$ cat src/rtl/cache_mem_arbiter_pkg.sv
// Shared types and the round-robin grant helper for the I/D cache to memory arbiter.
package cache_mem_arbiter_pkg;

    localparam int LINE_OFFSET = 5;

    typedef enum logic [1:0] {
        IDLE,
        SERVE_I,
        SERVE_D,
        DONE
    } arb_state_t;

    typedef enum logic {
        GRANT_I,
        GRANT_D
    } grant_t;

    // req[0] is the I-cache, req[1] the D-cache; a tie goes to whoever did not win last time.
    function automatic grant_t rr_pick(input logic [1:0] req, input grant_t last);
        case (req)
            2'b01:   rr_pick = GRANT_I;
            2'b10:   rr_pick = GRANT_D;
            2'b11:   rr_pick = (last == GRANT_I) ? GRANT_D : GRANT_I;
            default: rr_pick = GRANT_I;
        endcase
    endfunction

endpackage

$ cat src/rtl/cache_mem_arbiter.sv
// Serialises I-cache reads and D-cache reads/writebacks onto one physical-memory port,
// one line transfer at a time, with a registered one-cycle response back to the client.
module cache_mem_arbiter
    import cache_mem_arbiter_pkg::*;
#(
    parameter int ADDR_WIDTH = 32,
    parameter int LINE_WIDTH = 256
) (
    input  logic                  clk,
    input  logic                  rst_n,

    input  logic                  i_read,
    input  logic [ADDR_WIDTH-1:0] i_address,
    output logic                  i_resp,
    output logic [LINE_WIDTH-1:0] i_rdata,

    input  logic                  d_read,
    input  logic                  d_write,
    input  logic [ADDR_WIDTH-1:0] d_address,
    input  logic [LINE_WIDTH-1:0] d_wdata,
    output logic                  d_resp,
    output logic [LINE_WIDTH-1:0] d_rdata,

    output logic                  pmem_read,
    output logic                  pmem_write,
    output logic [ADDR_WIDTH-1:0] pmem_address,
    output logic [LINE_WIDTH-1:0] pmem_wdata,
    input  logic                  pmem_resp,
    input  logic [LINE_WIDTH-1:0] pmem_rdata
);

    arb_state_t            r_state;
    arb_state_t            w_next_state;
    grant_t                r_last_grant;
    grant_t                w_grant;
    logic                  w_take;
    logic [ADDR_WIDTH-1:0] w_req_addr;

    logic [ADDR_WIDTH-1:0] r_addr;
    logic [LINE_WIDTH-1:0] r_wdata;
    logic                  r_is_write;
    logic [LINE_WIDTH-1:0] r_i_rdata;
    logic [LINE_WIDTH-1:0] r_d_rdata;

    assign w_grant    = rr_pick({d_read | d_write, i_read}, r_last_grant);
    assign w_take     = (r_state == IDLE) && (i_read || d_read || d_write);
    assign w_req_addr = (w_grant == GRANT_I) ? i_address : d_address;

    // NOTE: sequential state uses non-blocking assignments so every register samples
    // pre-edge values regardless of statement order.
    always_ff @(posedge clk or negedge rst_n) begin
        if (!rst_n) begin
            r_state <= IDLE;
        end else begin
            r_state <= w_next_state;
        end
    end

    // NOTE: every output of this block gets a default first, so no path infers a latch.
    always_comb begin
        w_next_state = r_state;
        pmem_read    = 1'b0;
        pmem_write   = 1'b0;
        i_resp       = 1'b0;
        d_resp       = 1'b0;
        case (r_state)
            IDLE: begin
                if (w_take) begin
                    w_next_state = (w_grant == GRANT_I) ? SERVE_I : SERVE_D;
                end
            end
            SERVE_I, SERVE_D: begin
                pmem_read  = !r_is_write;
                pmem_write = r_is_write;
                if (pmem_resp) begin
                    w_next_state = DONE;
                end
            end
            DONE: begin
                i_resp       = (r_last_grant == GRANT_I);
                d_resp       = (r_last_grant == GRANT_D);
                w_next_state = IDLE;
            end
            default: w_next_state = IDLE;
        endcase
    end

    // Holding registers are captured only at grant, so client inputs may wander during SERVE.
    always_ff @(posedge clk or negedge rst_n) begin
        if (!rst_n) begin
            r_last_grant <= GRANT_D;
            r_addr       <= '0;
            r_wdata      <= '0;
            r_is_write   <= 1'b0;
            r_i_rdata    <= '0;
            r_d_rdata    <= '0;
        end else begin
            if (w_take) begin
                r_last_grant <= w_grant;
                r_addr       <= {w_req_addr[ADDR_WIDTH-1:LINE_OFFSET], {LINE_OFFSET{1'b0}}};
                r_wdata      <= d_wdata;
                // A simultaneous d_read/d_write is illegal; the write wins.
                r_is_write   <= (w_grant == GRANT_D) && d_write;
            end
            if (pmem_resp && (r_state == SERVE_I)) begin
                r_i_rdata <= pmem_rdata;
            end
            if (pmem_resp && (r_state == SERVE_D)) begin
                r_d_rdata <= pmem_rdata;
            end
        end
    end

    assign pmem_address = r_addr;
    assign pmem_wdata   = r_wdata;
    assign i_rdata      = r_i_rdata;
    assign d_rdata      = r_d_rdata;

endmodule

$ cat config.mk
export PLATFORM = sky130hd
export DESIGN_NAME = cache_mem_arbiter
export DESIGN_NICKNAME = d
export VERILOG_FILES = /design/src/rtl/cache_mem_arbiter_pkg.sv /design/src/rtl/cache_mem_arbiter.sv
export SDC_FILE = /design/constraint.sdc
export NUM_CORES = 1
export LEC_CHECK = 0
export ABC_CLOCK_PERIOD_IN_PS = 2520
export BUFFER_PORTS_ARGS = -buffer_cell sky130_fd_sc_hd__buf_2
export CAP_MARGIN = 15
export CORE_AREA = 2 2 543 545
export CTS_CLUSTER_SIZE = 10
export DETAILED_ROUTE_END_ITERATION = 10
export DIE_AREA = 0 0 545 547
export GPL_TIMING_DRIVEN = 0
export PLACE_DENSITY_LB_ADDON = 0.2
export SLEW_MARGIN = 5
export SYNTH_ARGS = -nofsm -noshare
export SYNTH_HDL_FRONTEND = slang
export SYNTH_SLANG_ARGS = --single-unit
$ cat constraint.sdc
create_clock -name clk -period 2.52 [get_ports clk]
set_input_delay 0.378 -clock clk [delete_from_list [all_inputs] [get_ports clk]]
set_output_delay 0.378 -clock clk [all_outputs]
set_load 0.005 [all_outputs]
# == After elaboration in Yosys (flattened, before gate mapping) ==
# Cells that the tools add are included.
# classes
bitwise,2
n_eq_ne,7
reduce_logical,10
n_mux,11
# ops
cell,count
$mux W32,1
$eq A2 B2 Y1 const B,4
$mux W2,3
$pmux W2 S3,1
$mux W1,5
$logic_and A1 B1 Y1,4
$ne A2 B2 Y1 const B,2
$eq A2 B1 Y1 const B,1
$logic_not A2 Y1,1
$logic_or A1 B1 Y1,2
$pmux W1 S2,1
$reduce_and A2 Y1,1
$reduce_or A2 Y1,1
$logic_not A1 Y1,1
$not A1 Y1,1
$or A1 B1 Y1,1
# totals
register_bits,799
word_cells,37

# == Longest topological paths before layout ==
# depth
depth_word,6
ltp_mapped,7

# == Worst setup path after synthesis ==
# OpenSTA, ideal clock, no wires.
# synth_timing
path_type,register to register
from,register r_state[0]
to,"register r_d_rdata[215], in the netlist d_rdata[215]"
period_less_slack_ps,1741
path_buffers,2
stages_incl_launch_ff,7
setup_ps,125
t_required_ps,2395
slack_ps,779
arrival_time_ps,1617
cell_sequence,dfrtp_1 -> inv_1 -> ha_1 -> nand2_1 -> clkbuf_1 -> buf_2 -> mux2_2
# synth_via
elab_chain_len,2
# synth_rtl
item,line_no,source
start: declaration,cache_mem_arbiter.sv:32,arb_state_t r_state;
start signal: assignment,cache_mem_arbiter.sv:55,r_state <= w_next_state;
$eq A2 B2 Y1,cache_mem_arbiter.sv:108,if (pmem_resp && (r_state == SERVE_D)) begin
$logic_and A1 B1 Y1,cache_mem_arbiter.sv:108,
end signal: assignment,cache_mem_arbiter.sv:109,r_d_rdata <= pmem_rdata;
end: declaration,cache_mem_arbiter.sv:43,logic [LINE_WIDTH-1:0] r_d_rdata;
# No other way between the ends.
# A chain may end at the register's enable or synchronous reset.

# == Worst setup path in the final report ==
# layout_timing
from,register r_state[0]
to,output pmem_write
# layout_via
elab_chain_len,3
# layout_rtl
item,line_no,source
$eq A2 B1 Y1 / $eq A2 B2 Y1 (equally long branches),cache_mem_arbiter.sv:66,case (r_state)
$reduce_or A2 Y1 (*),cache_mem_arbiter.sv:66,
$mux W1 (*),cache_mem_arbiter.sv:66,
end: declaration,cache_mem_arbiter.sv:25,"output logic pmem_write,"
# Mark *: on every way between the ends. The rest lies on a longest branch, timed or not.

==> results.yml <==
route:
  remaining_drc_errors: 0
  highest_layer: "met5"
  via_count: 24239
  drt_iter0_markers: 936
  ant_nets: 0
  wirelength_mm: 196
  routedWlPerCell_um: 24.8
  met3_length_mm: 19.9
  vias_per_cell: 3.07
  met1_length_mm: 78.0
  wl_met2_mm: 92.8
  first_pass_iters: 4
timing:
  hold_viol_final: 0
  fmax_mhz: 423
  fin_crit_ps: 2370
  max_slew.worst_pin.slew_ps: 880
  finalCritPeriodShare_pct: 93.9
  drv_slew: 0
  rsz0062_at_grt: "true"
  setup_viol_count_final: 0
  relSlewSlack_pct: 39.7
  holdWs_ps: 86.4
  setup_ws_ps: 153
  skew_ps: 38.1
setup_path:
  crit_start: "r_state[0]"
  cp-start-kind: "flip-flop"
  path_class: "flip-flop to output port"
  worstPathArrival_ps: 1990
  crit_required_ps: 2140
  path_cells: "inv_1, ha_1, and2_1, buf_4"
  cp_max_fo: 5
  critPathMaxStageDelay_ps: 400
  crit_family: "flip-flops"
  endpoint: "pmem_write"
  critical-path-slowest-cell: "dfrtp_1"
  ff2ff_setup_slack_ps: 160
  r2r_cells: 6
  critPathCaptureType: "output port"
  r2r-start: "r_state[0]"
  critPathBufInv: 2
  worst-path-stages: 4
  worst_r2r_endpoint: "d_rdata[157]"
final_layout:
  final_area_mm2: 0.0513
  fin_cells: 7905
  layout-area-overhead-vs-synth_pct: 71.5
  drive_gt1_share_pct: 61.4
  nets: 4424
global_routing:
  grt_pass1_vias: 25795
  antenna_found_initial: 175
  grt.overflow.total: 0
  grt.total_usage_pct: 12.6
  grt_start_max_net_pins: 107
  grt_pass1_wl_mm: 251
clock_network:
  clockBufferDepth: 4
  cts_setup_buffers: 0
  clk_root_buffer_cell: "clkbuf_16"
  numCtsBuffers: 107
  clk_pin_slew_ps: 60
  clock_sinks: 799
  cts_tree: "built"
  htreeDepth: 3
  clock_latency_ps: 810
logic_synthesis:
  ys_seq_area_share_pct: 66.8
  ys_seq_elements: 799
  yosys_warnings: 0
  syn_area_mm2: 0.0299
  synth_cell_type_count: 21
  synth.avg_cell_area_um2: 16.9
  synth_cells: 1776
status:
  run_status: "completed"
place:
  portBuffers: 1370
  dpl.hpwl_mm: 164
  preCtsSetupSlack_ps: -969
  place_area_mm2: 0.0420
  gp_congestion: 0.832
  dp.cells: 7080
worst_hold_path:
  worst_hold_path_type: "input pin to flip-flop"
  min-delay-start: "d_address[20]"
floorplanning:
  core_mm2: 0.293
  io_pins: 1386
  die_area_mm2: 0.298
  initial_utilization_pct: 10.2
  die_h_um: 547
  die_w_um: 545
  num_rows: 199
pwr:
  irDropWorstVdd_v: 0.000588
  leakagePower_nw: 23.1
  powerDensity_mw_per_mm2: 1230
  totalPowerFinal_mw: 63.4
run:
  max_cap_violations: 0
-- worst reg2reg max path, delay by kind of cell (launching register included) --
kind | cells | cell delay (ps)
and+or+nand+nor | 1 | 330
adders and majority gates | 1 | 210
buffers and inverters | 3 | 860
muxes | 1 | 440
DFF | 1 | 400
-- metal layers --
metal	up-vias	GRT usage (%)
met4	104	2.98
met5	-	0
met3	308	4.85
li1	10507	-
met1	12148	15.0
met2	1172	21.3
-- sequential cells by signal, indices dropped and copies added (netlist names) --
register and flops:
i_rdata 256, r_state 2, pmem_wdata 256, d_rdata 256
r_last_grant 1, r_is_write 1, pmem_address 27
-- report_power, final --
| group | internal (mW) | leakage, nW | switching, mW |
|---|---|---|---|
| registers | 19.5 | 9.45 | 3.36 |
| clock network | 8.94 | 1.65 | 6.08 |
| logic | 12.5 | 12.0 | 13.0 |
-- layout make-up --
cell class	instances	area (µm²)
timing repair buffer	1948	12900
inverter	2	7.51
antenna	75	188
multi-input combinational	881	9390
clock inverter	19	239
clock buffer	164	3120
sequential	799	20000
fill	32440	241000
buffer	98	628
tap	3919	4900
-- cells in the final DEF, fill, tap and decap left out, drive strengths merged, types with 3 or more instances in the layout --
cell type    instances
dfrtp              798
buf               1469
conb                 5
inv                  6
clkbuf             176
o21ai               28
mux2               769
diode               75
nand2               32
mux2i               29
bufinv               5
ha                   5
dlygate4sd3        565
nor2b                3
clkinv              10
-- through the flow --
step           utilization, %  setup TNS [ps]
2_1_floorplan               -               0
3_3_place_gp             14.3               -
3_5_place_dp             14.4         -391020
4_1_cts                  17.5            -270
5_1_grt                  17.5           -18.3
6_report                 17.5               0
-- synthesized netlist by cell type --
master,count,share of area [%]
nor3_1,1,0.017
mux2_2,769,29
o31ai_4,1,0.071
inv_1,2,0.025
nand3_1,1,0.017
o2bb2ai_1,1,0.029
nor2b_1,3,0.063
buf_4,31,0.78
and2_1,2,0.042
nor2_1,1,0.013
conb_1,1,0.013
mux2i_1,29,0.97
dfrtp_1,798,67
a2bb2oi_1,1,0.029
a21oi_1,2,0.033
clkbuf_1,10,0.13
ha_1,5,0.21
nand2_1,32,0.40
buf_2,57,0.95
o21ai_0,28,0.47
dfstp_2,1,0.088
-- worst min-delay path by stage --
stage                       endpoint  slack [ps]  depth (start not counted)
global route        pmem_address[20]          40                          3
finish              pmem_address[20]          90                          3
floorplan                 d_rdata[0]          80                          0
CTS                       r_state[1]        0.03                          4
detailed placement      i_rdata[237]         420                          1
global placement    pmem_address[21]         470                          2
-- kinds of logic (layout without fill, tap and decap cells) --
logic type,Yosys count,in the layout,share of synthesized area (%)
compound gates,33,33,0.631
buf+inv,100,2231,1.88
mux,798,798,29.9
flops,799,799,66.8
other cells,1,80,0.0125
simple gates,40,40,0.552
fa+ha+maj,5,5,0.209
-- repair_timing --
item                       CTS  global route
pin swaps                    0             0
cloned                       0             1
setup endpoints to repair  536            85
hold buffers               566             0
gates resized for setup     28             5
hold endpoints to repair   868             0
Power figures use the tool's default switching activity.
